### src/rtl/pipe_stage_buffer.sv
// Pipeline stage register with valid/ready handshake, optional skid entry,
// synchronous flush and a saturating stall-cycle counter.
module pipe_stage_buffer #(
    parameter int unsigned DATA_W = 128,
    parameter int unsigned SKID   = 1,
    parameter int unsigned CNT_W  = 16
) (
    input  logic              clk,
    input  logic              rst,
    input  logic              valid_in,
    output logic              ready_out,
    input  logic [DATA_W-1:0] data_in,
    output logic              valid_out,
    input  logic              ready_in,
    output logic [DATA_W-1:0] data_out,
    input  logic              flush,
    output logic [1:0]        occupancy,
    output logic [CNT_W-1:0]  stall_cnt
);

    localparam bit HasSkid = (SKID != 0);
    localparam logic [CNT_W-1:0] CntOne = {{(CNT_W-1){1'b0}}, 1'b1};

    typedef enum logic [1:0] {
        EMPTY = 2'd0,
        ONE   = 2'd1,
        FULL  = 2'd2
    } state_e;

    state_e state;

    logic              main_vld_q, main_vld_d;
    logic [DATA_W-1:0] main_q,     main_d;
    logic              skid_vld_q, skid_vld_d;
    logic [DATA_W-1:0] skid_q,     skid_d;
    logic              rdy_q,      rdy_d;
    logic [CNT_W-1:0]  cnt_q,      cnt_d;

    logic push;
    logic pop;

    // Skid mode drives ready from a flop; single-entry mode passes ready_in.
    assign ready_out = HasSkid ? rdy_q : (!main_vld_q || ready_in);
    assign valid_out = main_vld_q;
    assign data_out  = main_q;
    assign stall_cnt = cnt_q;
    assign occupancy = {1'b0, main_vld_q} + {1'b0, skid_vld_q};

    assign push = valid_in && ready_out;
    assign pop  = main_vld_q && ready_in;

    // Occupancy state is a pure decode of the two valid bits.
    always_comb begin
        state = EMPTY;
        if (skid_vld_q) begin
            state = FULL;
        end else if (main_vld_q) begin
            state = ONE;
        end
    end

    // Next-state for storage; flush overrides every transition.
    always_comb begin
        main_vld_d = main_vld_q;
        main_d     = main_q;
        skid_vld_d = skid_vld_q;
        skid_d     = skid_q;
        if (flush) begin
            main_vld_d = 1'b0;
            main_d     = '0;
            skid_vld_d = 1'b0;
            skid_d     = '0;
        end else begin
            unique case (state)
                EMPTY: begin
                    if (push) begin
                        main_vld_d = 1'b1;
                        main_d     = data_in;
                    end
                end
                ONE: begin
                    if (push && pop) begin
                        main_d = data_in;
                    end else if (push && HasSkid) begin
                        skid_vld_d = 1'b1;
                        skid_d     = data_in;
                    end else if (pop) begin
                        main_vld_d = 1'b0;
                    end
                end
                FULL: begin
                    if (pop) begin
                        main_d     = skid_q;
                        skid_vld_d = 1'b0;
                    end
                end
                default: begin
                    main_vld_d = main_vld_q;
                end
            endcase
        end
    end

    // Registered ready follows the skid slot being free after the edge.
    always_comb begin
        rdy_d = 1'b1;
        if (HasSkid) begin
            rdy_d = !skid_vld_d;
        end
    end

    // Stall counter saturates at all-ones; only reset clears it.
    always_comb begin
        cnt_d = cnt_q;
        if (main_vld_q && !ready_in && (cnt_q != '1)) begin
            cnt_d = cnt_q + CntOne;
        end
    end

    // State registers with asynchronous clear.
    always_ff @(posedge clk or posedge rst) begin
        if (rst) begin
            main_vld_q <= 1'b0;
            main_q     <= '0;
            skid_vld_q <= 1'b0;
            skid_q     <= '0;
            rdy_q      <= 1'b1;
            cnt_q      <= '0;
        end else begin
            main_vld_q <= main_vld_d;
            main_q     <= main_d;
            skid_vld_q <= skid_vld_d;
            skid_q     <= skid_d;
            rdy_q      <= rdy_d;
            cnt_q      <= cnt_d;
        end
    end

endmodule

### config.mk
export PLATFORM = sky130hd
export DESIGN_NAME = pipe_stage_buffer
export DESIGN_NICKNAME = d
export VERILOG_FILES = /design/src/rtl/pipe_stage_buffer.sv
export SDC_FILE = /design/constraint.sdc
export NUM_CORES = 1
export LEC_CHECK = 0
export ABC_AREA = 1
export CELL_PAD_IN_SITES_DETAIL_PLACEMENT = 1
export CELL_PAD_IN_SITES_GLOBAL_PLACEMENT = 1
export CORE_UTILIZATION = 35
export CTS_BUF_LIST = sky130_fd_sc_hd__clkbuf_8
export DETAILED_ROUTE_END_ITERATION = 8
export GPL_ROUTABILITY_DRIVEN = 0
export HOLD_SLACK_MARGIN = 0.06
export PLACE_DENSITY = 0.76
export SYNTH_ARGS = -nofsm -noshare
export SYNTH_HDL_FRONTEND = slang
export SYNTH_SLANG_ARGS = --single-unit
### constraint.sdc
create_clock -name clk -period 8.55 [get_ports clk]
set_clock_uncertainty 0.05 [all_clocks]
set_input_delay 1.2825 -clock clk [delete_from_list [all_inputs] [get_ports clk]]
set_output_delay 1.2825 -clock clk [all_outputs]
set_load 0.01 [all_outputs]
* Word level (Yosys, flattened, before mapping)
Cells that the tools add are included.
** Operators by class
- Equal/unequal tests :: 10
- Muxes and demuxes :: 21
- Reduce and logical (&&, ||, !) cells :: 15
- Add/subtract/negate cells :: 2
** Operators with widths (count)
- 2-to-1 mux 128 bit :: 7
- one-hot mux 128 bit (3 select lines) :: 1
- != test 3 bit (second input constant) :: 6
- adder 16 x 1 -> 16 bit (second input constant) :: 1
- != test 16 bit (second input constant) :: 1
- 2-to-1 mux 1 bit :: 10
- logical AND 1 bit :: 5
- AND reduction 5 bit :: 1
- one-hot mux 1 bit (2 select lines) :: 2
- AND reduction 4 bit :: 1
- nonzero test 2 bit :: 2
- nonzero test 4 bit :: 1
- AND reduction 3 bit :: 1
- nonzero test 3 bit :: 1
- adder 1 x 1 -> 2 bit :: 1
- equality test 2 x 1 -> 1 bit (second input constant) :: 1
- equality test 2 bit (second input constant) :: 1
- zero test 1 bit :: 2
- zero test 2 bit :: 1
- 2-to-1 mux 2 bit :: 1
- != test 2 bit (second input constant) :: 1
** Word-level totals
- Bits of input ports :: 133
- Register bits after elaboration :: 275
- Output and inout port bits :: 148
- Logic and storage cells :: 54

* Depth between registers and ports, before layout
- Depth in word-level cells :: 6
- Gate-level depth with buffers :: 13
- Mapped depth without buffers :: 9

* Worst setup path before layout
No wires, ideal clock.
- Path kind :: register to output
- Start point :: register skid_vld_q
- End point :: output port occupancy[0]
- Buffers on the path :: 2
- Setup slack :: 5.995 ns
- Data arrival time :: 1.222 ns
- Required time :: 7.218 ns
- Stages on the path, launching flop included :: 5
- Cells stage by stage :: dfrtp_1 inv_2 buf_4 clkbuf_1 ha_1
** Between the ends
- Word-level cells in the longest chain between the ends :: 1
** RTL lines
- from (decl) :: line 34 : logic skid_vld_q, skid_vld_d;
- from (signal assigned) :: line 132 : skid_vld_q <= skid_vld_d;
- adder 1 x 1 -> 2 bit :: line 47 : assign occupancy = {1'b0, main_vld_q} + {1'b0, skid_vld_q};
- to (decl) :: line 17 : output logic [1:0] occupancy,
No other way between the ends.

* Worst setup path after layout
- Start point :: register skid_vld_q
- End point :: register skid_q[82]
** Between the ends
- Word-level cells in the longest chain between the ends :: 4
** RTL lines
- 2-to-1 mux 2 bit :: line 55 : if (skid_vld_q) begin
- equality test 2 x 1 -> 1 bit :: line 74 : unique case (state)
- nonzero test 2 bit (no source line)
- AND reduction 3 bit (no source line)
- to (signal assigned) :: line 133 : skid_q <= skid_d;
- to (decl) :: line 35 : logic [DATA_W-1:0] skid_q, skid_d;
No other way between the ends.
A chain may end at the register's enable or synchronous reset.

==> out/qor.csv <==
stage,metric,value,unit
run_status,outcome,"finished, final reports clean",
pwr,power density over the cells,301.4,nW/µm²
cts,Clock Path Buffers,3,
synth,Yosys reg bits,275,
worst_hold_path,Hold Path Origin,data_out[54]$_DFFE_PP0P_,
setup_path,CP max stage cell,nand2_4,
setup_path,r2r worst-path depth,6,
placement,DP HPWL,23350,µm
run,# Max-Cap Violations,0,
setup_path,R2R Setup Slk,4340,ps
synth,post-synthesis async set-or-reset flop share,100.0,%
sta,RSZ-0062 raised after global routing,false,
layout,design area,16130,µm²
layout,layout cell share with drive strength beyond 1,5.372,%
synth,register area share after synthesis,56.06,%
synth,synthesized cell area,12280,µm²
setup_path,Crit Path Class,reg -> reg,
drt,vias,11130,
setup_path,CP Launch Type,flop,
global_routing,GRT Residual Overflow,0,
sta,Tcrit/Tclk final,49.20,%
setup_path,CP startpoint,skid_vld_q$_DFF_PP0_,
setup_path,"slowest stage delay, CP",1230,ps
cts,CTS root buffer,clkbuf_8,
placement,DP Area,15210,µm²
drt,DR vias/cell,5.179,
synth,Main synth FF type,dfrtp_1,
synth,Post-synth EDFFs,0,
placement,Cells after DPL,2066,
setup_path,WP buf/inv,1,
floorplan,row cnt,68,
cts,post-CTS sizing,0,
setup_path,worst reg2reg startpoint,skid_vld_q$_DFF_PP0_,
drt,DRC,0,
floorplan,initial core utilization,35.54,%
sta,Max Slew Vio Count,0,
pwr,Leak Pwr,7.179,nW
floorplan,core area,34540,µm²
cts,"Reg clk slew, reported paths",60,ps
sta,final hold vios,0,
drt,drt first pass iters,5,
cts,hold bufs inserted after CTS,0,
setup_path,crit-path cells,inv_4 > ha_1 > nand4_4 > nand2_4 > nand3_1 > o21ai_0,
floorplan,Die H,189.3,µm
sta,FMAX,237.7,MHz
synth,Synth Area per Inst,8.549,µm²
sta,Worst Max-Slew Pin Slew,1235,ps
cts,clk_lat worst skew,570,ps
sta,setup slack after layout,4344,ps
cts,CTS sink cnt,275,
placement,port bufs,280,
layout,Final nets,1798,
placement,pre-CTS setup slack,3828,ps
synth,Syn Nets,1573,
cts,H-tree lvl count,2,
setup_path,WP data arrival,4580,ps
global_routing,vias in the first global route,11640,
worst_hold_path,Hold Crit Class,reg -> reg,
synth,Yosys cell types,28,
synth,Cells after Synth,1436,
layout,final cell count without fillers,2150,
worst_hold_path,Worst Hold Path EP,data_out[54]$_DFFE_PP0P_,
global_routing,total global-route track usage,21.27,%
global_routing,largest net degree at the start of global routing,180,
layout,area delta synth->final,31.37,%
global_routing,first-pass GRT wire length,61890,µm
global_routing,initial antenna violation count,4,
floorplan,I/O pin total,281,
cts,CTS tree,yes,
drt,Routed Antenna Nets,0,
sta,Max-slew headroom,17.67,%
synth,YS warnings,0,
sta,"Setup violations, final",0,
cts,postcts setup bufs,0,
floorplan,Die W,189.3,µm
setup_path,Critical Path End Type,flop,
setup_path,Critical Path Fanout Max,127,
setup_path,Crit path required time,8920,ps
cts,Num CTS Buffers,48,
worst_hold_path,Cells on Worst Hold Path,2,
sta,Sum Neg Setup Slack,0,ps
setup_path,r2r endpoint,skid_q[82]$_DFFE_PP0P_,
setup_path,Top delay family on crit path,simple AND/OR/NAND/NOR gates,
floorplan,full die area,35830,µm²
drt,initial DRC count,744,
sta,minimum clock period,4206,ps
drt,drt total wl,38090,µm
pwr,Max rail drop VDD,209.8,µV
drt,DR WL/cell,17.72,µm
setup_path,WP depth,6,
-- logic make-up (layout without fill, tap and decap cells) --
kind of cell | count (synthesis) | after routing | share of synthesized area, %
AND/OR/NAND/NOR | 552 | 552 | 18.71
AO/OA/AOI/OAI | 401 | 401 | 17.13
buffers and inverters | 196 | 454 | 7.114
XOR/XNOR | 8 | 8 | 0.5708
other | 0 | 1 | 0
flip-flops | 275 | 275 | 56.06
adder cells (fa/ha/maj) | 4 | 4 | 0.4077
-- placed cells by master (no fill, tap or decap), types with 8 or more instances in the layout --
cell,n
nand2_1,316
clkdlybuf4s50_1,280
dfrtp_1,274
o21ai_0,202
nand3_1,145
o21ai_1,129
inv_1,96
nor2_1,79
a31oi_1,64
clkbuf_8,59
xor2_1,8
buf_4,8
-- worst max path at each step --
stage,to
after floorplan,data_out[0]$_DFFE_PP0P_
after global placement,skid_q[79]$_DFFE_PP0P_
after detailed placement,data_out[68]$_DFFE_PP0P_
after CTS,skid_q[82]$_DFFE_PP0P_
after global routing,skid_q[124]$_DFFE_PP0P_
final,skid_q[82]$_DFFE_PP0P_
-- synth_stat cells, types with 8 or more instances --
cell	count	area, µm²
nand2_1	317	1190
dfrtp_1	274	6857
o21ai_0	202	1011
nand3_1	145	725.7
o21ai_1	129	645.6
nor2_1	79	296.5
inv_1	78	292.8
a31oi_1	64	400.4
buf_2	47	235.2
clkbuf_1	42	157.7
buf_4	17	127.6
xor2_1	8	70.07
-- layout make-up --
class | instances | area [µm²]
fill | 4060 | 18420
sequential | 275 | 6883
multi-input combinational | 965 | 4556
timing repair buffer | 289 | 2883
clock buffer | 59 | 812.0
tap | 455 | 569.3
inverter | 82 | 321.6
clock inverter | 24 | 101.3
antenna | 1 | 2.502
-- worst reg2reg max path: stages (launching register included) --
cell and delay [ps]:
dfrtp_1 500, inv_4 640, ha_1 410, nand4_4 750, nand2_4 1270, nand3_1 260
o21ai_0 170
-- routing by layer --
layer | track usage, % | vias up | part of all wire [%]
li1 | - | 5248 | -
met1 | 29.21 | 5531 | 46
met2 | 33.74 | 281 | 45
met3 | 4.356 | 68 | 5.7
met4 | 6.452 | 6 | 2.3
met5 | 0 | - | 0.11
-- through the flow --
step           total power [mW]  utilization [%]  hold slack (ps)
5_1_grt                   5.177            46.68            467.7
4_1_cts                   4.929            46.68            446.1
6_report                  4.860            46.69            437.7
3_5_place_dp              3.724            44.04            431.4
2_1_floorplan             2.836                -            423.4
3_3_place_gp              3.667            44.04            422.9
-- state kept, by name (all words and copies together), names as in the netlist --
register / count
stall_cnt: 16
skid_vld_q: 1
data_out: 128
valid_out: 1
skid_q: 128
ready_out: 1
-- power breakdown --
part	total, mW	internal (mW)	switching [mW]
combinational	1.76	0.769	0.989
sequential	1.94	1.68	0.258
clock	1.16	0.617	0.547
total	4.86	3.07	1.79
Power figures use the tool's default switching activity.
